`src/rtl/rand_range_pkg.sv`:
```
// rand_range_pkg
// Shared definitions for the bounded-random consumer of the prng8 generator:
//   - rr_state_e  : reseed sequencer states (IDLE, REQ, FLUSH)
//   - RESEED_HOLD : cycles the reseed request stays asserted
//   - FLUSH_CYC   : cycles with sampling blocked after a reseed request
//   - width_of()  : result width for a given range size, never below 1 bit
//   - thresh_of() : rejection threshold, largest multiple of LIMIT <= 256
package rand_range_pkg;

    typedef enum logic [1:0] {
        IDLE  = 2'd0,
        REQ   = 2'd1,
        FLUSH = 2'd2
    } rr_state_e;

    localparam int RESEED_HOLD = 2;
    localparam int FLUSH_CYC   = 2;

    // LIMIT=1 needs no bits of information but still gets a 1-bit port.
    function automatic int width_of(input int limit);
        return (limit <= 2) ? 1 : $clog2(limit);
    endfunction

    // Samples at or above this value would bias the modulo result and are
    // discarded. 9 bits so that LIMIT=256 (and powers of two) yield 256,
    // which no 8-bit sample can reach.
    function automatic logic [8:0] thresh_of(input int limit);
        int t;
        t = 256 - (256 % limit);
        return 9'(t);
    endfunction

endpackage

```
`src/rtl/rand_range_fifo.sv`:
```
// rand_range_fifo
// Parametric synchronous FIFO with a registered head word.
//   clk, rst   : clock, synchronous active-high reset
//   push       : write push_data (ignored when full unless popping too)
//   push_data  : WIDTH-bit entry to append
//   pop        : remove the head entry (ignored when empty)
//   head       : current head entry; holds the last popped value when empty
//   count      : occupancy, 0..DEPTH
// Simultaneous push and pop leaves the occupancy unchanged.
module rand_range_fifo #(
    parameter  int DEPTH = 4,
    parameter  int WIDTH = 8,
    localparam int AW    = (DEPTH <= 2) ? 1 : $clog2(DEPTH),
    localparam int CW    = $clog2(DEPTH) + 1
) (
    input  logic             clk,
    input  logic             rst,
    input  logic             push,
    input  logic [WIDTH-1:0] push_data,
    input  logic             pop,
    output logic [WIDTH-1:0] head,
    output logic [CW-1:0]    count
);

    logic [WIDTH-1:0] mem [DEPTH];

    logic [AW-1:0]    wr_ptr_q, wr_ptr_d;
    logic [AW-1:0]    rd_ptr_q, rd_ptr_d;
    logic [AW-1:0]    rd_next;
    logic [CW-1:0]    count_q, count_d;
    logic [WIDTH-1:0] head_q, head_d;
    logic             do_push;
    logic             do_pop;

    always_comb begin
        do_pop   = pop && (count_q != '0);
        do_push  = push && ((count_q != CW'(DEPTH)) || do_pop);
        rd_next  = rd_ptr_q + 1'b1;
        wr_ptr_d = do_push ? wr_ptr_q + 1'b1 : wr_ptr_q;
        rd_ptr_d = do_pop  ? rd_next         : rd_ptr_q;

        count_d = count_q;
        if (do_push && !do_pop) begin
            count_d = count_q + 1'b1;
        end else if (do_pop && !do_push) begin
            count_d = count_q - 1'b1;
        end

        // The head register mirrors mem[rd_ptr] whenever the FIFO is
        // non-empty. The pushed word bypasses memory when it becomes the
        // head in the same cycle it is written.
        head_d = head_q;
        if (do_pop && (count_q > CW'(1))) begin
            head_d = mem[rd_next];
        end else if (do_push && ((count_q == '0) || (do_pop && (count_q == CW'(1))))) begin
            head_d = push_data;
        end
    end

    always_ff @(posedge clk) begin
        if (do_push) begin
            mem[wr_ptr_q] <= push_data;
        end
    end

    always_ff @(posedge clk) begin
        if (rst) begin
            wr_ptr_q <= '0;
            rd_ptr_q <= '0;
            count_q  <= '0;
            head_q   <= '0;
        end else begin
            wr_ptr_q <= wr_ptr_d;
            rd_ptr_q <= rd_ptr_d;
            count_q  <= count_d;
            head_q   <= head_d;
        end
    end

    assign head  = head_q;
    assign count = count_q;

endmodule

```
`src/rtl/rand_range.sv`:
```
// rand_range
// Turns the 8-bit prng8 stream into uniform values in [0, LIMIT-1] by
// rejection sampling, and buffers them in a FIFO behind valid/ready.
//   clk, rst   : clock, synchronous active-high reset
//   en         : sampling enable
//   rand_in    : prng8 output, fresh every cycle
//   out_data   : FIFO head (holds last value when empty)
//   out_valid  : FIFO non-empty
//   out_ready  : consumer accepts out_data when out_valid && out_ready
//   count      : FIFO occupancy
//   rejects    : saturating count of discarded samples
//   reseed     : reseed request to prng8
//   seed       : seed value for prng8, stable while reseed is high
// Optional feature macro: RAND_RANGE_RESEED_EN. When defined, a sequencer
// requests a prng8 reseed every RESEED_CNT accepted samples and blocks
// sampling until the reloaded generator is producing fresh values. When
// undefined, reseed and seed are tied low.
import rand_range_pkg::*;

module rand_range #(
    parameter  int LIMIT      = 6,
    parameter  int FIFO_DEPTH = 4,
    parameter  int RESEED_CNT = 64,
    localparam int W          = width_of(LIMIT),
    localparam int CW         = $clog2(FIFO_DEPTH) + 1
) (
    input  logic          clk,
    input  logic          rst,
    input  logic          en,
    input  logic [7:0]    rand_in,
    output logic [W-1:0]  out_data,
    output logic          out_valid,
    input  logic          out_ready,
    output logic [CW-1:0] count,
    output logic [15:0]   rejects,
    output logic          reseed,
    output logic [7:0]    seed
);

    localparam logic [8:0] THRESH = thresh_of(LIMIT);
    localparam logic [8:0] LIMIT9 = 9'(LIMIT);

    logic [7:0]    s_data_q, s_data_d;
    logic          s_vld_q, s_vld_d;
    logic [15:0]   rejects_q, rejects_d;
    logic          accept;
    logic          room;
    logic          can_capture;
    logic [W-1:0]  push_data;
    logic [CW-1:0] fifo_count;

    // Stage-2 decision on the captured sample.
    assign accept    = s_vld_q && ({1'b0, s_data_q} < THRESH);
    assign push_data = W'({1'b0, s_data_q} % LIMIT9);

    // Reserve a slot for the in-flight sample as if it will be accepted;
    // pops are not credited, so the stage can never overflow the FIFO.
    assign room = ({1'b0, fifo_count} + {{CW{1'b0}}, s_vld_q}) < (CW+1)'(FIFO_DEPTH);

    always_comb begin
        s_data_d  = s_data_q;
        s_vld_d   = 1'b0;
        rejects_d = rejects_q;
        if (en && room && can_capture) begin
            s_data_d = rand_in;
            s_vld_d  = 1'b1;
        end
        if (s_vld_q && !accept && (rejects_q != 16'hFFFF)) begin
            rejects_d = rejects_q + 16'd1;
        end
    end

    always_ff @(posedge clk) begin
        if (rst) begin
            s_data_q  <= '0;
            s_vld_q   <= 1'b0;
            rejects_q <= '0;
        end else begin
            s_data_q  <= s_data_d;
            s_vld_q   <= s_vld_d;
            rejects_q <= rejects_d;
        end
    end

    rand_range_fifo #(
        .DEPTH (FIFO_DEPTH),
        .WIDTH (W)
    ) u_fifo (
        .clk       (clk),
        .rst       (rst),
        .push      (accept),
        .push_data (push_data),
        .pop       (out_ready),
        .head      (out_data),
        .count     (fifo_count)
    );

    assign count     = fifo_count;
    assign out_valid = (fifo_count != '0);
    assign rejects   = rejects_q;

`ifdef RAND_RANGE_RESEED_EN
    // Extra bit of headroom: one in-flight sample may still be accepted
    // after the counter was cleared on entry to REQ.
    localparam int ACW = $clog2(RESEED_CNT + 1) + 1;

    rr_state_e      state_q, state_d;
    logic [ACW-1:0] acc_cnt_q, acc_cnt_d;
    logic [ACW-1:0] acc_base;
    logic [7:0]     seed_acc_q, seed_acc_d;
    logic [7:0]     seed_acc_base;
    logic [7:0]     seed_q, seed_d;
    logic [1:0]     phase_q, phase_d;
    logic           reached;
    logic           reload;

    always_comb begin
        state_d = state_q;
        seed_d  = seed_q;
        phase_d = phase_q;
        reached = (acc_cnt_q >= ACW'(RESEED_CNT));
        reload  = 1'b0;

        case (state_q)
            IDLE: begin
                if (reached) begin
                    reload  = 1'b1;
                    seed_d  = seed_acc_q ^ 8'hA5;
                    phase_d = '0;
                    state_d = REQ;
                end
            end
            REQ: begin
                if (phase_q == 2'(RESEED_HOLD - 1)) begin
                    phase_d = '0;
                    state_d = FLUSH;
                end else begin
                    phase_d = phase_q + 2'd1;
                end
            end
            FLUSH: begin
                if (phase_q == 2'(FLUSH_CYC - 1)) begin
                    phase_d = '0;
                    state_d = IDLE;
                end else begin
                    phase_d = phase_q + 2'd1;
                end
            end
            default: begin
                phase_d = '0;
                state_d = IDLE;
            end
        endcase

        // Accumulators restart from the reload point; a push in the same
        // cycle belongs to the next reseed period.
        acc_base      = reload ? '0 : acc_cnt_q;
        seed_acc_base = reload ? 8'h00 : seed_acc_q;
        acc_cnt_d     = accept ? acc_base + 1'b1 : acc_base;
        seed_acc_d    = accept ? seed_acc_base ^ s_data_q : seed_acc_base;
    end

    always_ff @(posedge clk) begin
        if (rst) begin
            state_q    <= IDLE;
            acc_cnt_q  <= '0;
            seed_acc_q <= '0;
            seed_q     <= '0;
            phase_q    <= '0;
        end else begin
            state_q    <= state_d;
            acc_cnt_q  <= acc_cnt_d;
            seed_acc_q <= seed_acc_d;
            seed_q     <= seed_d;
            phase_q    <= phase_d;
        end
    end

    assign can_capture = (state_q == IDLE);
    assign reseed      = (state_q == REQ);
    assign seed        = seed_q;
`else
    assign can_capture = 1'b1;
    assign reseed      = 1'b0;
    assign seed        = 8'h00;
`endif

endmodule

```
`config.mk`:
```
export PLATFORM = sky130hd
export DESIGN_NAME = rand_range
export DESIGN_NICKNAME = d
export VERILOG_FILES = /design/src/rtl/rand_range_pkg.sv /design/src/rtl/rand_range_fifo.sv /design/src/rtl/rand_range.sv
export SDC_FILE = /design/constraint.sdc
export NUM_CORES = 1
export LEC_CHECK = 0
export ABC_CLOCK_PERIOD_IN_PS = 3830
export CORE_MARGIN = 8
export CORE_UTILIZATION = 45
export DETAILED_ROUTE_END_ITERATION = 16
export DONT_BUFFER_PORTS = 1
export PLACE_DENSITY = 0.61
export REMOVE_ABC_BUFFERS = 1
export SYNTH_ARGS = -nofsm -noshare
export SYNTH_HDL_FRONTEND = slang
export SYNTH_SLANG_ARGS = --single-unit
```
`constraint.sdc`:
```
create_clock -name clk -period 3.83 [get_ports clk]
set_clock_uncertainty 0.1 [all_clocks]
set_input_delay 0.383 -clock clk [delete_from_list [all_inputs] [get_ports clk]]
set_output_delay 0.383 -clock clk [all_outputs]
set_load 0.01 [all_outputs]
```
==> impl_metrics.tcl <==
set metrics [dict create \
    powerDensity_nw_per_um2 502 \
    cpMaxStageDelayCell "or4b_4" \
    ctsRootBufferMaster "clkbuf_8" \
    fin_crit_ps 2830 \
    cts.clk_slew.worst_paths_ps 80 \
    stdcell_area_um2 2590 \
    avgSynthCellArea_um2 9.99 \
    grt_max_degree 36 \
    diodes 0 \
    period_share 0.739 \
    clkPwrFrac 0.216 \
    synth_area_leaders "dfxtp_1 (28%), edfxtp_1 (14%), ha_1 (5.5%)" \
    yosysUniqueCellTypes 47 \
    critPathArrivalTime_ps 2950 \
    die_w_um 90.7 \
    drive_gt1_frac 0.0610 \
    clock_latency_ps 300 \
    cts_buffers 5 \
    relSlewSlack 0.584 \
    syn_to_final_growth_pct 3.24 \
    yosysWarningCount 0 \
    slew_viol_final 0 \
    postCtsSetupRepairBufs 0 \
    die_y_um 90.7 \
    ctsHoldBuffers 0 \
    yosys-mux-area-fraction 0.0833 \
    dpl-instance-area_um2 2510 \
    synth_compound_area_frac 0.0908 \
    worst-setup-path-type "reg2reg" \
    grt_overflow 0 \
    worstPathRequired_ps 3950 \
    timing.fmax_mhz 354 \
    gp_congestion 0.841 \
    synth_top_area_frac 0.279 \
    start_util 0.461 \
    cts_sinks 47 \
    seqPwrFrac 0.506 \
    io_buffer_count 0 \
    crit_buf_inv 1 \
    syn_area_um2 2510 \
    wl_per_cell_um 14.8 \
    cts_tree "done" \
    ff2ff_path_depth 11 \
    drtPass1Iterations 4 \
    nets 268 \
    rsz0062_at_grt "false" \
    antenna_found_initial 0 \
    final_util 0.476 \
    antenna_left 0 \
    p_comb_frac 0.277 \
    yosysTopAreaCell "dfxtp_1" \
    cp-start-kind "flop" \
    path_cells "and3b_1, or4b_4, nand3_4, nand3_1, o21ai_0, ha_1, inv_1, nand4_1, o22ai_2, a2111o_1, a221oi_2" \
    max_stage_delay_ps 540 \
    crit_fanout 9 \
    hold_viol 0 \
    status "finished, final reports clean" \
    drtIter0Drc 84 \
    vdd_drop_max_v 0.000226 \
    p_switching_w 0.000431 \
    drc 0 \
    cp_top_family "simple AND/OR/NAND/NOR gates" \
    grt_usage 0.118 \
    die_area_um2 8220 \
    tns_ps 0 \
    whs_endpoint "rejects[2]" \
    dp_hpwl_mm 3.44 \
    min_from "rst" \
    synthFlopType "dfxtp_1" \
    synth-simple-area-share 0.202 \
    worst_slew_pin_slew_ps 621 \
    ys_ff_latch 47 \
    num_vias 1665 \
    wirelength_mm 4.70 \
    min_path_cells 1 \
    ys_async_sr_fraction 0 \
    p_int_w 0.000869 \
    p_sw_frac 0.331 \
    clock_path_buffers 2 \
    fp.coreArea_um2 5440 \
    vias_per_cell 5.24 \
    yosys.area_share.adder 0.0549 \
    whs_ps 52.7 \
    worst_r2r_endpoint "u_fifo.head[2]" \
    io_pins 44 \
    cts_resized 0 \
    grt_pass1_vias 1628 \
    setup_violations 0 \
    synth_cells 251 \
    grt_pass1_wl_mm 7.92 \
    synth_xor_area_frac 0.0803 \
    synth-edff-count 12 \
    yosysSeqAreaShare 0.423 \
    p_leak_nw 1.01 \
    hold_class "in2reg" \
    htree_num_levels 2 \
    synth_top_family_by_area "simple AND/OR/NAND/NOR gates" \
    timing.max_cap.violations 0 \
    reg2reg_from "s_data_q[6]" \
    cp-end-kind "flop" \
    num_rows 27 \
    reg2reg_slack_ps 1000 \
]
routing by layer:
layer	up-vias	share of wire	track usage	routed length [um]
li1	853	-	-	-
met1	767	0.46	0.136	2140
met2	37	0.45	0.187	2130
met3	8	0.075	0.0524	351
met4	0	0.016	0.0499	73
met5	-	0	0	0
Yosys cell counts (all sizes together), types with 2 or more instances:
master,instances
mux2i,13
ha,11
and3b,2
xor2,13
nor2b,3
nand4,4
nand2b,2
and4,4
o21ai,5
buf,13
a221oi,2
dfxtp,35
nand3,10
a31oi,2
a21oi,5
nand2,8
inv,11
mux4,3
clkbuf,8
a32oi,2
nor3b,5
and2,7
edfxtp,12
a211oi,2
or3,2
xnor2,10
and3,6
a2111o,3
nor2,33
cell families (layout without fill, tap and decap cells):
group,count (synthesis),count (layout)
AOI/OAI and AO/OA,29,29
xor gates and xnor gates,23,23
adders and majority gates,11,11
buffers and inverters,32,19
DFF,47,47
muxes,17,17
other,1,9
and+or+nand+nor,91,91
sequential cells by signal (all words and copies together), names as in the netlist:
signal and flops:
u_fifo.head 3, rejects 16, u_fifo.rd_ptr_q 2, s_vld_q 1
u_fifo.count 3, u_fifo.mem 12, u_fifo.wr_ptr_q 2, s_data_q 8
power groups by stage:
stage / combinational, W / clock (W) / sequential [W]
final: 0.000360 / 0.000281 / 0.000658
after global routing: 0.000412 / 0.000316 / 0.000672
after CTS: 0.000365 / 0.000296 / 0.000661
after detailed placement: 0.000361 / 0 / 0.000673
after global placement: 0.000360 / 0 / 0.000671
after floorplan: 0.000308 / 0 / 0.000646
how the worst max path moves through the flow:
stage | startpoint | end | depth (start not counted)
CTS | s_data_q[6] | u_fifo.head[2] | 11
global route | s_data_q[4] | u_fifo.mem[3][2] | 10
global placement | s_data_q[6] | u_fifo.head[2] | 11
detailed placement | s_data_q[6] | u_fifo.head[2] | 11
finish | s_data_q[6] | u_fifo.head[2] | 11
floorplan | s_data_q[6] | u_fifo.head[2] | 11
placed cells by master (no fill, tap or decap), types with 4 or more instances in the layout:
cell / netlist / layout
and4_1: 4 / 4
nor2_1: 33 / 33
edfxtp_1: 12 / 12
a21oi_1: 5 / 5
dfxtp_1: 35 / 35
nand3_1: 9 / 9
xnor2_1: 10 / 10
nand4_1: 4 / 4
xor2_1: 13 / 13
and2_1: 7 / 7
inv_1: 11 / 11
conb_1: 1 / 9
o21ai_0: 5 / 5
mux2i_1: 13 / 13
and3_1: 6 / 6
nor3b_1: 5 / 5
nand2_1: 8 / 8
ha_1: 11 / 11
clkbuf_8: 0 / 5
cell type report:
| type | count | area (um^2) |
|---|---|---|
| fill | 510 | 2850 |
| multi-input combinational | 180 | 1320 |
| sequential | 47 | 1060 |
| tap | 72 | 90.1 |
| clock buffer | 7 | 76.3 |
| inverter | 11 | 41.3 |
| clock inverter | 1 | 5.00 |
per-stage QoR:
stage | worst slack (ps) | total power (W) | cells
floorplan | 1200 | 0.000954 | 238
global placement | 1090 | 0.00103 | 310
detailed placement | 1020 | 0.00103 | 310
CTS | 999 | 0.00132 | 318
global route | 779 | 0.00140 | 318
finish | 1000 | 0.00130 | 318
Power figures use the tool's default switching activity.
